`src/rtl/lfsr_dcnto_bank.sv`:
```
// Multi-channel LFSR terminal-count timer bank. Each channel is an independent
// XNOR Fibonacci LFSR that counts until it matches a live compare value.
module lfsr_dcnto_bank #(
    parameter int              width    = 8,
    parameter int              channels = 4,
    parameter logic [width-1:0] taps    = 8'hB8
) (
    input  logic                        clk,
    input  logic                        reset,
    input  logic [channels-1:0]         load,
    input  logic [channels-1:0]         cen,
    input  logic [channels-1:0]         mode,
    input  logic [channels*width-1:0]   data,
    input  logic [channels*width-1:0]   count_to,
    output logic [channels*width-1:0]   count,
    output logic [channels-1:0]         tercnt,
    output logic [channels-1:0]         done,
    output logic [channels-1:0]         lock_err,
    output logic [channels*8-1:0]       events
);

    localparam logic [width-1:0] ALL_ONES  = {width{1'b1}};
    localparam logic [width-1:0] ALL_ZEROS = {width{1'b0}};

    // XNOR feedback keeps all-zeros legal and makes all-ones the lockup state.
    function automatic logic feedback_bit(input logic [width-1:0] v);
        return ~^(v & taps);
    endfunction

    function automatic logic [width-1:0] lfsr_step(input logic [width-1:0] v);
        return {v[width-2:0], feedback_bit(v)};
    endfunction

    function automatic logic is_lockup(input logic [width-1:0] v);
        return (v == ALL_ONES);
    endfunction

    function automatic logic [7:0] sat_inc(input logic [7:0] v);
        return (v == 8'hFF) ? 8'hFF : (v + 8'd1);
    endfunction

    for (genvar i = 0; i < channels; i++) begin : g_ch
        logic [width-1:0] count_r;
        logic [width-1:0] reload_r;
        logic             done_r;
        logic             lock_r;
        logic [7:0]       events_r;

        logic [width-1:0] data_s;
        logic [width-1:0] count_to_s;
        logic             tercnt_s;
        logic [width-1:0] count_nxt_s;
        logic [width-1:0] reload_nxt_s;
        logic             done_nxt_s;
        logic             lock_nxt_s;
        logic [7:0]       events_nxt_s;

        assign data_s     = data[i*width +: width];
        assign count_to_s = count_to[i*width +: width];
        assign tercnt_s   = (count_r == count_to_s);

        // Next-state selection: load beats terminal event beats stepping.
        always_comb begin
            count_nxt_s  = count_r;
            reload_nxt_s = reload_r;
            done_nxt_s   = done_r;
            lock_nxt_s   = lock_r;
            events_nxt_s = events_r;
            if (load[i]) begin
                done_nxt_s   = 1'b0;
                events_nxt_s = 8'd0;
                if (is_lockup(data_s)) begin
                    count_nxt_s  = ALL_ZEROS;
                    reload_nxt_s = ALL_ZEROS;
                    lock_nxt_s   = 1'b1;
                end else begin
                    count_nxt_s  = data_s;
                    reload_nxt_s = data_s;
                    lock_nxt_s   = 1'b0;
                end
            end else if (cen[i] && !done_r && tercnt_s) begin
                events_nxt_s = sat_inc(events_r);
                if (mode[i]) begin
                    count_nxt_s = reload_r;
                end else begin
                    done_nxt_s = 1'b1;
                end
            end else if (cen[i] && !done_r) begin
                count_nxt_s = lfsr_step(count_r);
            end else begin
                count_nxt_s = count_r;
            end
        end

        // Channel state registers.
        always_ff @(posedge clk or negedge reset) begin
            if (!reset) begin
                count_r  <= ALL_ZEROS;
                reload_r <= ALL_ZEROS;
                done_r   <= 1'b0;
                lock_r   <= 1'b0;
                events_r <= 8'd0;
            end else begin
                count_r  <= count_nxt_s;
                reload_r <= reload_nxt_s;
                done_r   <= done_nxt_s;
                lock_r   <= lock_nxt_s;
                events_r <= events_nxt_s;
            end
        end

        assign count[i*width +: width] = count_r;
        assign tercnt[i]               = tercnt_s;
        assign done[i]                 = done_r;
        assign lock_err[i]             = lock_r;
        assign events[i*8 +: 8]        = events_r;
    end

endmodule

```
`config.mk`:
```
export PLATFORM = sky130hd
export DESIGN_NAME = lfsr_dcnto_bank
export DESIGN_NICKNAME = d
export VERILOG_FILES = /design/src/rtl/lfsr_dcnto_bank.sv
export SDC_FILE = /design/constraint.sdc
export NUM_CORES = 1
export LEC_CHECK = 0
export BUFFER_PORTS_ARGS = -buffer_cell sky130_fd_sc_hd__clkbuf_2
export CORE_MARGIN = 2
export CORE_UTILIZATION = 35
export DETAILED_ROUTE_END_ITERATION = 6
export HOLD_SLACK_MARGIN = 0.03
export REMOVE_ABC_BUFFERS = 1
export SLEW_MARGIN = 20
export SYNTH_ARGS = -nofsm -noshare
export SYNTH_HDL_FRONTEND = slang
export SYNTH_SLANG_ARGS = --single-unit
```
`constraint.sdc`:
```
create_clock -name clk -period 5.8 [get_ports clk]
set_clock_uncertainty 0.1 [all_clocks]
set_input_delay 0.87 -clock clk [delete_from_list [all_inputs] [get_ports clk]]
set_output_delay 0.87 -clock clk [all_outputs]
set_load 0.05 [all_outputs]
```
Word-level counts from Yosys, hierarchy flattened. Index checks and enable logic that the tools add are counted.

Add/subtract/negate cells: 4. Eq/ne operators: 20. Mux-type cells: 48. Reduce and logical (&&, ||, !) cells: 32.

Operators with widths (number): 2-to-1 mux 8 bit (32); equality test 8 bit, second input constant (8); adder 8 x 1 -> 8 bit, second input constant (4); equality test 8 bit (4); XNOR reduction 8 bit (4); 2-to-1 mux 1 bit (16); AND reduction 2 bit (8); != test 3 bit, second input constant (4); nonzero test 3 bit (4); logical AND 1 bit (8); != test 2 bit, second input constant (4); nonzero test 2 bit (4); logical NOT 1 bit (4).

Register bits: 104. Bits of input ports: 78. Logic and storage cells: 124.

Longest topological paths before layout.
Depth in word-level cells: 5. Mapped depth: 7. Depth with buffers taken out: 6.

Worst setup path after synthesis. Ideal clock, no wire load.

Kind: input to output. Start point: input count_to[3]. End point: output tercnt[0]. Arrival: 1.966 ns. Required time: 4.830 ns. Path slack: 2.864 ns. Stages: 4. Path through: xor2_1 nor4_2 and2_2 buf_4.

Longest elaborated chain between the ends: 1.

Ends and longest elaborated chain: start: declaration (RTL line 14) `input logic [channels*width-1:0] count_to,`; equality test 8 bit (RTL line 60) `assign tercnt_s = (count_r == count_to_s);`; end: declaration (RTL line 16) `output logic [channels-1:0] tercnt,`.

Every way passes these cells.

Worst setup path after layout.
Start point: input count_to[5]. End point: output tercnt[0].

Same word-level chain as after synthesis.

==> summary.md <==
| Metric | Value |
|---|---|
| Core ar. | `16500 µm²` |
| Later-pin clock latency in the skew report | `0.35 ns` |
| Drt drc | `0` |
| Vias in the first global route | `around 4700` |
| EDFF count, synth | `0` |
| Post-Synth XOR/XNOR Area | `6.60%` |
| N_diodes | `0` |
| Worst endpoint required time | `between 4 and 5 ns` |
| Post-synth top area share | `between 40 and 50%` |
| Top cells by area, synth | `dfrtp_1, xnor2_1, nor2_1` |
| Internal | `approximately 1.3 mW` |
| Cts repair resizes | `0` |
| Die height | `133 µm` |
| Clk root buf | `clkbuf_16` |
| Ys flop type | `dfrtp_1` |
| Switching Share | `between 30% and 40%` |
| Post-Synth Simple-Gate Area | `between 20% and 30%` |
| Post-Route Utilization | `between 40 and 50%` |
| Largest net degree at the start of global routing | `55` |
| Die ar. | `~18000 µm²` |
| Hold Path Class | `flop to flop` |
| Critical Path Sink Type | `output port` |
| Post-CTS Hold Fix Bufs | `0` |
| Setup_tns | `0 ns` |
| Setup WS pre-CTS | `2.41 ns` |
| Hold Fails Final Rpt | `0` |
| Seq cells post-synth | `approximately 100` |
| Initial core utilization | `35.4%` |
| Sw Pwr | `roughly 0.6 mW` |
| Power per cell area | `between 200 and 300 nW/µm²` |
| Leakage | `roughly 3.2 nW` |
| Slew Viols, Final | `0` |
| Routed Antenna Nets | `0` |
| Synth Area in Compound Gates | `between 10% and 20%` |
| Flop2flop setup slack | `approximately 3.2 ns` |
| Status | `complete, no violations` |
| Worst r2r dst | `g_ch[0].events_r[6]` |
| Final Net Count | `about 840` |
| Area delta synth->final | `19.4%` |
| First-pass GRT wire length | `between 20000 and 25000 µm` |
| Syn Area/Cell | `9.24 µm²` |
| Reg-to-Reg Start | `g_ch[0].count_r[5]` |
| Synth Area in Adders | `0.857%` |
| Std-Cell Rows | `47` |
| Number of post-CTS setup repair buffers | `0` |
| Unique cell type count in the Yosys netlist | `53` |
| Ys async rst share | `100%` |
| CTS tree | `done` |
| Final setup fails | `0` |
| Iteration-0 DRC count of the detailed router | `212` |
| DP Wirelength | `9840 µm` |
| Gr usage total | `between 10% and 20%` |
| Relative slew slack | `between 30% and 40%` |
| Sequential-to-total area share from yosys stat | `between 40% and 50%` |
| Data arrival time of the worst path | `~2.4 ns` |
| Cell count after synthesis | `between 600 and 700` |
| Flip-flop and latch area | `roughly 2600 µm²` |
| Area of the multi-input gates | `about 2800 µm²` |
| Max Cap Viol | `0` |
| Ys Warns | `0` |
| Via Count | `4978` |
| Num CTS Buffers | `9` |
| Via/cell ratio | `5.05` |
| Fraction of layout cells with a size suffix above 1 | `a little over a quarter` |
| H-tree levels | `3` |
| RSZ-0062 raised after global routing | `false` |
| CTS Buffer Depth | `2` |
| FMAX | `297 MHz` |
| Synthesized area | `5840 µm²` |
| Port Buffers | `approximately 150` |
| Antenna violations before repair | `0` |
| CP Max Fanout | `8` |
| Final Cycle Share | `slightly below 60%` |
| Worst slew pin tran | `1.02 ns` |
| Clk pwr share | `between 30% and 40%` |
| Crit path kind | `input pin to output port` |
| Die W | `between 100 and 150 µm` |
| CP endpoint | `tercnt[0]` |
| Filler cells | `1665` |
| GRT overflow | `0` |
| Number of iterations in the first detailed-routing pass | `4` |
| Setup WS post-layout | `approximately 2.4 ns` |
| Largest family of logic cells by synthesized area | `simple AND/OR/NAND/NOR gates` |
| Sequential power share | `between 40% and 50%` |
| Comb power frac | `around a fifth` |
| Worst Setup SP | `count_to[5]` |
| Placed instance area | `6680 µm²` |
| Routed wire length | `about 14000 µm` |
| # placed instances | `between 900 and 1000` |
| Final min period | `roughly 3.4 ns` |
| Non-filler cells, final | `a little under 1000` |
| Synth area leader | `dfrtp_1` |
| CTS Sinks | `about 100` |
| Worst Reg2Reg Path Length in Cells | `5` |
| Routed len/inst | `14.1 µm` |
| Layout Cell Area excl Fill | `~7000 µm²` |
| Peak VDD IR | `0.000131 V` |
| Startpoint types | `input pin` |
| RePlAce Congestion | `between 0.7 and 0.8` |
| Clk slew on worst S/H paths | `0.07 ns` |
| # IOs | `154` |
| Post-synthesis mux area share | `under 10%` |
-- power by group through the flow --
stage | combinational, mW | clock, mW | sequential, mW
3_5_place_dp | 0.400 | 0 | 0.853
2_1_floorplan | 0.160 | 0 | 0.953
4_1_cts | 0.401 | 0.638 | 0.840
3_3_place_gp | 0.397 | 0 | 0.854
5_1_grt | 0.435 | 0.664 | 0.848
6_report | 0.396 | 0.619 | 0.838
-- Yosys cell counts, drive strengths merged (3+ instances only) --
| cell | n |
|---|---|
| dfrtp | 104 |
| nor2 | 71 |
| nand2 | 50 |
| inv | 47 |
| o21ai | 34 |
| xnor2 | 32 |
| buf | 23 |
| a41oi | 20 |
| a211oi | 18 |
| clkbuf | 17 |
| and3 | 16 |
| nand3 | 16 |
| nand4 | 16 |
| nand3b | 13 |
| or3b | 13 |
| a21oi | 12 |
| a31oi | 12 |
| xor2 | 12 |
| and2 | 11 |
| a21o | 9 |
| mux2i | 9 |
| o21a | 8 |
| nand2b | 7 |
| nor3 | 7 |
| o211ai | 7 |
| or2 | 7 |
| a311oi | 5 |
| and4b | 4 |
| ha | 4 |
| nor2b | 4 |
| o221ai | 3 |
-- critical path: stages --
cell      delay [ns]
clkbuf_2        0.09
xor2_1          0.16
nor4_2          0.68
and2_2          0.30
clkbuf_2        0.29
-- logic make-up (layout without fill, tap and decap cells) --
group,after synthesis,count (layout)
AND/OR/NAND/NOR,244,244
flip-flops,104,104
XOR/XNOR,44,44
adder cells (fa/ha/maj),4,4
AO/OA/AOI/OAI,138,138
buffers and inverters,87,220
multiplexers,11,11
-- stage by stage --
stage / hold slack [ns] / power, mW
6_report: 0.403 / 1.85
5_1_grt: 0.428 / 1.95
4_1_cts: 0.407 / 1.88
3_5_place_dp: 0.389 / 1.25
3_3_place_gp: 0.384 / 1.25
2_1_floorplan: 0.391 / 1.11
-- registers in the layout (all words and copies together) (netlist names) --
register,count
g_ch.count_r,32
g_ch.done_r,4
g_ch.events_r,32
g_ch.lock_r,4
g_ch.reload_r,32
-- cell type report --
class | instances | area share (%)
Timing Repair Buffer | 157 | 11.5
Inverter | 47 | 2.53
Sequential cell | 104 | 37.3
Tap cell | 220 | 3.95
Multi-Input combinational cell | 441 | 40.5
Clock inverter | 6 | 0.951
Clock buffer | 10 | 3.28
-- cell usage in the layout (no fill, tap or decap), types with 8 or more instances in the layout --
cell and n:
a41oi_1 20, mux2i_1 9, a31oi_1 12, a21oi_1 12
a21o_1 9, and2_1 10, or3b_2 13, clkbuf_16 9
nand3b_1 13, nor2_1 71, dfrtp_1 104, inv_1 47
o21a_1 8, xor2_1 12, nand3_1 16, o21ai_0 34
clkbuf_2 152, xnor2_1 32, nand4_1 16, and3_1 16
nand2_1 50, a211oi_1 18
-- metal layers --
layer  vias to the layer above  GRT usage, %  part of all wire [%]
met1                      2355          23.5                    49
met5                         -             0                     0
li1                       2473             -                     -
met3                        13          2.74                   5.2
met2                       137          24.8                    45
met4                         0          4.26                   1.1
-- worst min-delay path by stage --
| stage | cells after the start | end | slack (ns) | from |
|---|---|---|---|---|
| 6_report | 2 | g_ch[1].lock_r | 0.40 | g_ch[1].lock_r |
| 5_1_grt | 2 | g_ch[0].lock_r | 0.43 | g_ch[0].lock_r |
| 4_1_cts | 2 | g_ch[0].lock_r | 0.41 | g_ch[0].lock_r |
| 3_5_place_dp | 2 | g_ch[0].lock_r | 0.39 | g_ch[0].lock_r |
| 3_3_place_gp | 2 | g_ch[2].lock_r | 0.38 | g_ch[2].lock_r |
| 2_1_floorplan | 2 | g_ch[1].reload_r[7] | 0.39 | g_ch[1].reload_r[7] |
Power figures use the tool's default switching activity.
